===== config.mk =====
export PLATFORM = sky130hd
export DESIGN_NAME = sys_host_ctrl
export DESIGN_NICKNAME = d
export VERILOG_FILES = /design/src/rtl/sys_host_pkg.sv /design/src/rtl/sys_host_ctrl_rsp_timer.sv /design/src/rtl/sys_host_ctrl.sv
export SDC_FILE = /design/constraint.sdc
export NUM_CORES = 1
export LEC_CHECK = 0
export CAP_MARGIN = 20
export CORE_ASPECT_RATIO = 1.75
export CORE_MARGIN = 2
export CORE_UTILIZATION = 40
export CTS_BUF_LIST = sky130_fd_sc_hd__clkbuf_4
export DETAILED_ROUTE_END_ITERATION = 10
export PLACE_DENSITY_LB_ADDON = 0.2
export SLEW_MARGIN = 20
export SYNTH_ARGS = -nofsm -noshare
export SYNTH_HDL_FRONTEND = slang
export SYNTH_SLANG_ARGS = --single-unit

===== constraint.sdc =====
create_clock -name CLK -period 3.1 [get_ports CLK]
set_clock_uncertainty 0.05 [all_clocks]
set_input_delay 0.465 -clock CLK [delete_from_list [all_inputs] [get_ports CLK]]
set_output_delay 0.465 -clock CLK [all_outputs]
set_load 0.05 [all_outputs]

===== src/rtl/sys_host_pkg.sv =====
// rtl/sys_host_pkg.sv - opcodes, command/state encodings and frame helpers for sys_host_ctrl
//
// Shared by sys_host_ctrl and rsp_timer. Frame layout (byte 0 first):
//   RF write    : AA, addr, data            (0 response bytes)
//   RF read     : BB, addr                  (1 response byte)
//   ALU operands: CC, A, B, {0,fun}         (2 response bytes)
//   ALU no-op   : DD, {0,fun}               (2 response bytes)
package sys_host_pkg;

    localparam logic [7:0] OP_RF_WR   = 8'hAA;
    localparam logic [7:0] OP_RF_RD   = 8'hBB;
    localparam logic [7:0] OP_ALU_OP  = 8'hCC;
    localparam logic [7:0] OP_ALU_NOP = 8'hDD;

    typedef enum logic [1:0] {
        CMD_RF_WR   = 2'd0,
        CMD_RF_RD   = 2'd1,
        CMD_ALU_OP  = 2'd2,
        CMD_ALU_NOP = 2'd3
    } cmd_type_e;

    typedef enum logic [1:0] {
        IDLE = 2'd0,
        SEND = 2'd1,
        WAIT = 2'd2,
        DONE = 2'd3
    } state_e;

    localparam logic [2:0] FRM_LEN_RF_WR   = 3'd3;
    localparam logic [2:0] FRM_LEN_RF_RD   = 3'd2;
    localparam logic [2:0] FRM_LEN_ALU_OP  = 3'd4;
    localparam logic [2:0] FRM_LEN_ALU_NOP = 3'd2;

    localparam logic [1:0] RSP_LEN_RF_WR   = 2'd0;
    localparam logic [1:0] RSP_LEN_RF_RD   = 2'd1;
    localparam logic [1:0] RSP_LEN_ALU_OP  = 2'd2;
    localparam logic [1:0] RSP_LEN_ALU_NOP = 2'd2;

    function automatic logic [2:0] frame_len(input cmd_type_e t);
        logic [2:0] len;
        case (t)
            CMD_RF_WR:  len = FRM_LEN_RF_WR;
            CMD_RF_RD:  len = FRM_LEN_RF_RD;
            CMD_ALU_OP: len = FRM_LEN_ALU_OP;
            default:    len = FRM_LEN_ALU_NOP;
        endcase
        return len;
    endfunction

    function automatic logic [1:0] rsp_len(input cmd_type_e t);
        logic [1:0] len;
        case (t)
            CMD_RF_WR:  len = RSP_LEN_RF_WR;
            CMD_RF_RD:  len = RSP_LEN_RF_RD;
            CMD_ALU_OP: len = RSP_LEN_ALU_OP;
            default:    len = RSP_LEN_ALU_NOP;
        endcase
        return len;
    endfunction

    // Byte idx of the frame for a command; idx beyond the frame is never requested.
    function automatic logic [7:0] frame_byte(
        input cmd_type_e  t,
        input logic [2:0] idx,
        input logic [7:0] addr,
        input logic [7:0] a,
        input logic [7:0] b,
        input logic [3:0] fun
    );
        logic [7:0] byte_out;
        byte_out = 8'h00;
        case (t)
            CMD_RF_WR: begin
                case (idx)
                    3'd0:    byte_out = OP_RF_WR;
                    3'd1:    byte_out = addr;
                    default: byte_out = a;
                endcase
            end
            CMD_RF_RD: begin
                byte_out = (idx == 3'd0) ? OP_RF_RD : addr;
            end
            CMD_ALU_OP: begin
                case (idx)
                    3'd0:    byte_out = OP_ALU_OP;
                    3'd1:    byte_out = a;
                    3'd2:    byte_out = b;
                    default: byte_out = {4'b0000, fun};
                endcase
            end
            default: begin
                byte_out = (idx == 3'd0) ? OP_ALU_NOP : {4'b0000, fun};
            end
        endcase
        return byte_out;
    endfunction

endpackage


===== src/rtl/sys_host_ctrl_rsp_timer.sv =====
// rtl/sys_host_ctrl_rsp_timer.sv - response inactivity timer for sys_host_ctrl
//
// Ports:
//   clk, rst_n : clock and asynchronous active-low reset
//   clr        : zero the counter (wins over en)
//   en         : count one idle cycle
//   expire     : this idle cycle is the TMO_CYC-th one since the last clear
module rsp_timer
#(
    parameter int               TMO_W   = 16,
    parameter logic [TMO_W-1:0] TMO_CYC = 16'hFFFF
) (
    input  logic clk,
    input  logic rst_n,
    input  logic clr,
    input  logic en,
    output logic expire
);

    logic [TMO_W-1:0] count;

    always_ff @(posedge clk or negedge rst_n) begin
        if (!rst_n) begin
            count <= '0;
        end else if (clr) begin
            count <= '0;
        end else if (en) begin
            count <= count + TMO_W'(1);
        end
    end

    // Fires on the idle cycle whose increment would bring the count to TMO_CYC.
    assign expire = en && !clr && (count == TMO_CYC - TMO_W'(1));

endmodule


===== src/rtl/sys_host_ctrl.sv =====
// rtl/sys_host_ctrl.sv - host-side command initiator for the UART register/ALU protocol
//
// Ports:
//   CLK, RST                       : clock, asynchronous active-low reset
//   CMD_VLD/CMD_RDY                : command handshake, CMD_RDY high only in IDLE
//   CMD_TYPE/ADDR/A/B/FUN          : command fields, captured on acceptance
//   TX_DATA/TX_VLD/TX_FULL         : frame bytes into the UART transmit FIFO
//   RX_DATA/RX_VLD                 : response bytes from the UART receiver
//   RSP_DATA/RSP_VLD/RSP_ERR       : completion pulse, response bytes, timeout flag
module sys_host_ctrl
#(
    parameter int                DATA_WIDTH = 8,
    parameter int                RF_ADDR    = 4,
    parameter int                TMO_W      = 16,
    parameter logic [TMO_W-1:0]  TMO_CYC    = 16'hFFFF
) (
    input  logic                    CLK,
    input  logic                    RST,
    input  logic                    CMD_VLD,
    output logic                    CMD_RDY,
    input  logic [1:0]              CMD_TYPE,
    input  logic [RF_ADDR-1:0]      CMD_ADDR,
    input  logic [DATA_WIDTH-1:0]   CMD_A,
    input  logic [DATA_WIDTH-1:0]   CMD_B,
    input  logic [3:0]              CMD_FUN,
    output logic [DATA_WIDTH-1:0]   TX_DATA,
    output logic                    TX_VLD,
    input  logic                    TX_FULL,
    input  logic [DATA_WIDTH-1:0]   RX_DATA,
    input  logic                    RX_VLD,
    output logic [2*DATA_WIDTH-1:0] RSP_DATA,
    output logic                    RSP_VLD,
    output logic                    RSP_ERR
);

    import sys_host_pkg::*;

    state_e     state;
    cmd_type_e  typ_q;
    cmd_type_e  typ_in;
    logic [7:0] addr_q;
    logic [7:0] a_q;
    logic [7:0] b_q;
    logic [3:0] fun_q;
    logic [2:0] idx;
    logic [1:0] rx_cnt;
    logic       tmr_clr;
    logic       tmr_en;
    logic       tmr_expire;

    assign typ_in  = cmd_type_e'(CMD_TYPE);
    assign CMD_RDY = (state == IDLE);

    // The timer only runs while waiting for response bytes; each byte restarts it.
    assign tmr_clr = (state != WAIT) || RX_VLD;
    assign tmr_en  = (state == WAIT) && !RX_VLD;

    rsp_timer #(
        .TMO_W   (TMO_W),
        .TMO_CYC (TMO_CYC)
    ) u_rsp_timer (
        .clk    (CLK),
        .rst_n  (RST),
        .clr    (tmr_clr),
        .en     (tmr_en),
        .expire (tmr_expire)
    );

    always_ff @(posedge CLK or negedge RST) begin
        if (!RST) begin
            state    <= IDLE;
            typ_q    <= CMD_RF_WR;
            addr_q   <= '0;
            a_q      <= '0;
            b_q      <= '0;
            fun_q    <= '0;
            idx      <= '0;
            rx_cnt   <= '0;
            TX_VLD   <= 1'b0;
            TX_DATA  <= '0;
            RSP_VLD  <= 1'b0;
            RSP_ERR  <= 1'b0;
            RSP_DATA <= '0;
        end else begin
            TX_VLD  <= 1'b0;
            RSP_VLD <= 1'b0;
            RSP_ERR <= 1'b0;
            case (state)
                IDLE: begin
                    if (CMD_VLD) begin
                        typ_q    <= typ_in;
                        addr_q   <= 8'(CMD_ADDR);
                        a_q      <= 8'(CMD_A);
                        b_q      <= 8'(CMD_B);
                        fun_q    <= CMD_FUN;
                        rx_cnt   <= '0;
                        RSP_DATA <= '0;
                        state    <= SEND;
                        // Byte 0 goes out on the accept edge so it is visible in
                        // the very next cycle.
                        if (!TX_FULL) begin
                            TX_VLD  <= 1'b1;
                            TX_DATA <= DATA_WIDTH'(frame_byte(typ_in, 3'd0, 8'(CMD_ADDR),
                                                              8'(CMD_A), 8'(CMD_B), CMD_FUN));
                            idx     <= 3'd1;
                        end else begin
                            idx     <= 3'd0;
                        end
                    end
                end

                SEND: begin
                    if (idx == frame_len(typ_q)) begin
                        rx_cnt <= '0;
                        if (typ_q == CMD_RF_WR) begin
                            state   <= DONE;
                            RSP_VLD <= 1'b1;
                        end else begin
                            state   <= WAIT;
                        end
                    end else if (!TX_FULL) begin
                        TX_VLD  <= 1'b1;
                        TX_DATA <= DATA_WIDTH'(frame_byte(typ_q, idx, addr_q, a_q, b_q, fun_q));
                        idx     <= idx + 3'd1;
                    end
                end

                WAIT: begin
                    // A byte arriving on the expiry cycle is kept and restarts the timer.
                    if (RX_VLD) begin
                        if (rx_cnt == 2'd0) begin
                            RSP_DATA[DATA_WIDTH-1:0] <= RX_DATA;
                        end else begin
                            RSP_DATA[2*DATA_WIDTH-1:DATA_WIDTH] <= RX_DATA;
                        end
                        rx_cnt <= rx_cnt + 2'd1;
                        if ((rx_cnt + 2'd1) == rsp_len(typ_q)) begin
                            state   <= DONE;
                            RSP_VLD <= 1'b1;
                        end
                    end else if (tmr_expire) begin
                        state   <= DONE;
                        RSP_VLD <= 1'b1;
                        RSP_ERR <= 1'b1;
                    end
                end

                DONE: begin
                    state <= IDLE;
                end

                default: begin
                    state <= IDLE;
                end
            endcase
        end
    end

endmodule


==> flow_metrics.py <==
metrics = {
    "critical_path": {
        "crit_family": "buffers and inverters",
        "arrival_ns": 2.23,
        "cp_num_buf_inv": 2,
        "critPathLaunchType": "flop",
        "path_cells": "inv_1 > ha_1 > clkdlybuf4s50_1",
        "slowest_delay_ns": 0.88,
        "crit_type": "reg -> out",
        "crit_path_end_kind": "output port",
        "cp.required_ns": 2.58,
        "crit_path_top_delay_cell": "clkdlybuf4s50_1",
        "path_max_fanout": 10,
    },
    "timing": {
        "slew_headroom": 0.363,
        "worst_slew_pin_slew_ns": 0.955,
        "fin_crit_ns": 2.74,
        "rsz0062_at_grt": "false",
        "hold_viol": 0,
        "fin_setup_tns_ns": 0,
        "setup_ws_ns": 0.357,
        "fmax_ghz": 0.365,
        "whs_ns": 0.123,
        "finalCritPeriodShare": 0.885,
        "drv_slew": 0,
        "finalSetupViolCount": 0,
    },
    "clocking": {
        "worstSkewPairLatency_ns": 0.44,
        "cts.path.max_buffers": 2,
        "clk_transition_reported_paths_ns": 0.12,
        "htreeDepth": 3,
        "ctsResizeCount": 0,
        "root_buffer": "clkbuf_4",
        "numCtsBuffers": 9,
        "cts_setup_buffers": 0,
        "cts_hold_buf": 0,
        "cts_sinks": 76,
        "cts_tree": "built",
    },
    "hold_path": {
        "hold_path_class": "in -> async",
    },
    "job": {
        "maxCapViolations": 0,
    },
    "route": {
        "vias_per_cell": 5.50,
        "wire_per_inst_um": 17.0,
        "drtPass1Iterations": 5,
        "num_vias": 3265,
        "antenna_left": 0,
        "drc": 0,
        "wirelength_mm": 10.1,
        "first_iter_violations": 219,
    },
    "power": {
        "clockPowerShare": 0.132,
        "leakage_uw": 0.00201,
        "p_sw_frac": 0.457,
        "combPwrFrac": 0.544,
        "share_seq_of_total_power": 0.324,
        "p_sw_uw": 2340,
        "irDropWorstVdd_v": 0.000423,
        "p_int_uw": 2780,
        "power_density_nw_per_um2": 1040,
    },
    "place": {
        "place.gp.congestion": 0.950,
        "numPortBuffers": 66,
        "place.detailed.hpwl_mm": 7.36,
        "place_ws_ns": 0.746,
    },
    "synthesis": {
        "netlist_top_cells_area": "dfrtp_1 (48%), mux2_2 (7.6%), nand2_1 (3.4%)",
        "synthCells": 402,
        "yosys.area.top_type": "dfrtp_1",
        "synth.avg_cell_area_um2": 9.96,
        "synth_top_area_frac": 0.475,
        "ys_ff_latch": 76,
        "synth_edf_count": 0,
        "synth.cell_area_um2": 4000,
        "yosysWarnings": 0,
        "synth_nets": 451,
        "yosys-top-cells-count": "dfrtp_1 (76), nand2_1 (36), mux2_2 (27)",
        "synthFlopType": "dfrtp_1",
        "synth.most_common_cell": "dfrtp_1",
        "synth.distinct_cells": 66,
        "async_flop_share": 1.00,
        "yosysSeqAreaShare": 0.475,
    },
    "floorplan": {
        "dieWidth_um": 79.6,
        "pin_count": 67,
        "die_y_um": 136,
        "dieArea_um2": 10900,
        "start_util": 0.409,
        "row_count": 48,
        "core-area_um2": 9790,
    },
    "cells_and_area": {
        "area_growth_pct": 23.2,
        "drive_above_1_share": 0.124,
        "final_nets": 513,
    },
    "run_status": {
        "outcome": "finished, final reports clean",
    },
    "global_routing": {
        "grt_max_degree": 77,
        "track_usage": 0.196,
        "grt_pass1_wl_mm": 16.3,
        "antenna_found_initial": 1,
        "grt_pass1_vias": 3255,
        "overflow": 0,
    },
}
==> registers in the layout (all words and copies together), names as in the netlist <==
register           count
RSP_VLD                1
idx                    3
u_rsp_timer.count     16
addr_q                 4
state                  2
a_q                    8
rx_cnt                 2
fun_q                  4
TX_DATA                8
RSP_ERR                1
TX_VLD                 1
RSP_DATA              16
b_q                    8
typ_q                  2
==> power groups by stage <==
| stage | Clock (uW) | Sequential (uW) | Combinational [uW] |
|---|---|---|---|
| after floorplan | 0 | 2010 | 1600 |
| after global placement | 0 | 1670 | 2740 |
| after detailed placement | 0 | 1680 | 2770 |
| after CTS | 697 | 1660 | 2780 |
| after global routing | 728 | 1700 | 3030 |
| final | 673 | 1660 | 2780 |
==> layout by cell type (no fill, tap or decap), types with 2 or more instances in the layout <==
cell / synthesis / layout
o22ai_1: 2 / 2
a31oi_1: 3 / 3
a211oi_1: 2 / 2
nand3_1: 18 / 18
o211ai_1: 4 / 4
nor2b_1: 3 / 3
and4_1: 3 / 3
clkbuf_4: 0 / 10
nand2_1: 36 / 36
a21oi_1: 20 / 20
ha_1: 10 / 10
a22o_1: 2 / 2
dfrtp_1: 76 / 76
o31a_1: 2 / 2
mux2i_1: 4 / 4
nand2b_1: 10 / 10
or2_1: 3 / 3
xor2_1: 5 / 5
or3_1: 4 / 4
mux2_2: 27 / 27
nor2_1: 23 / 23
clkdlybuf4s50_1: 0 / 65
o21ba_2: 2 / 2
bufinv_16: 0 / 2
a21o_1: 4 / 4
inv_1: 20 / 20
buf_4: 0 / 8
a22oi_1: 5 / 5
xnor2_1: 6 / 6
o21ai_1: 19 / 19
nor3_1: 7 / 7
nor4_1: 2 / 2
nand3b_1: 4 / 4
nand4_1: 5 / 5
o21ai_0: 15 / 15
a221o_1: 3 / 3
nand4bb_1: 2 / 2
==> layer usage <==
layer | up-vias | track usage | wire length [um]
li1 | 1562 | - | -
met1 | 1580 | 0.205 | 3680
met2 | 100 | 0.373 | 5680
met3 | 23 | 0.0339 | 450
met4 | 0 | 0.0872 | 274
met5 | - | 0 | 0
==> metrics by stage <==
stage               total power, uW  cells  instance area [um^2]   util
floorplan                      3610    402                  4000      -
global placement               4410    578                  4780  0.488
detailed placement             4450    578                  4780  0.488
CTS                            5130    593                  4930  0.503
global route                   5460    594                  4930  0.504
finish                         5120    594                  4930  0.504
==> cell type report <==
type	count	area, um^2
Inverter	20	75.1
Tap cell	125	156
Timing Repair Buffer	73	711
Antenna cell	1	2.50
Sequential cell	76	1900
Multi-Input combinational cell	284	1930
Clock inverter	5	77.6
Fill cell	892	4860
Clock buffer	10	75.1
==> worst paths after layout <==
kind / start / to / slack [ns] / depth (start not counted)
worst max-delay path: state[0] / CMD_RDY / 0.36 / 3
worst min-delay path: RST / a_q[7] / 0.12 / 1
worst max register to register: state[1] / TX_DATA[2] / 0.72 / 7
worst min register to register: RSP_DATA[9] / RSP_DATA[9] / 0.45 / 2
max in group asynchronous: RST / u_rsp_timer.count[13] / 2.28 / 1
min in group CLK: RSP_DATA[9] / RSP_DATA[9] / 0.45 / 2
==> cell families (layout without fill, tap and decap cells) <==
kind of cell    Yosys count  after routing  share of synthesized area
fa+ha+maj                10             10                     0.0313
simple gates            131            131                      0.173
mux                      32             32                     0.0887
compound gates          100            100                      0.166
other cells               0              1                          0
buf+inv                  42            108                     0.0425
flops                    76             76                      0.475
xor+xnor                 11             11                     0.0241
No activity file was read; power rests on OpenSTA's default activity.
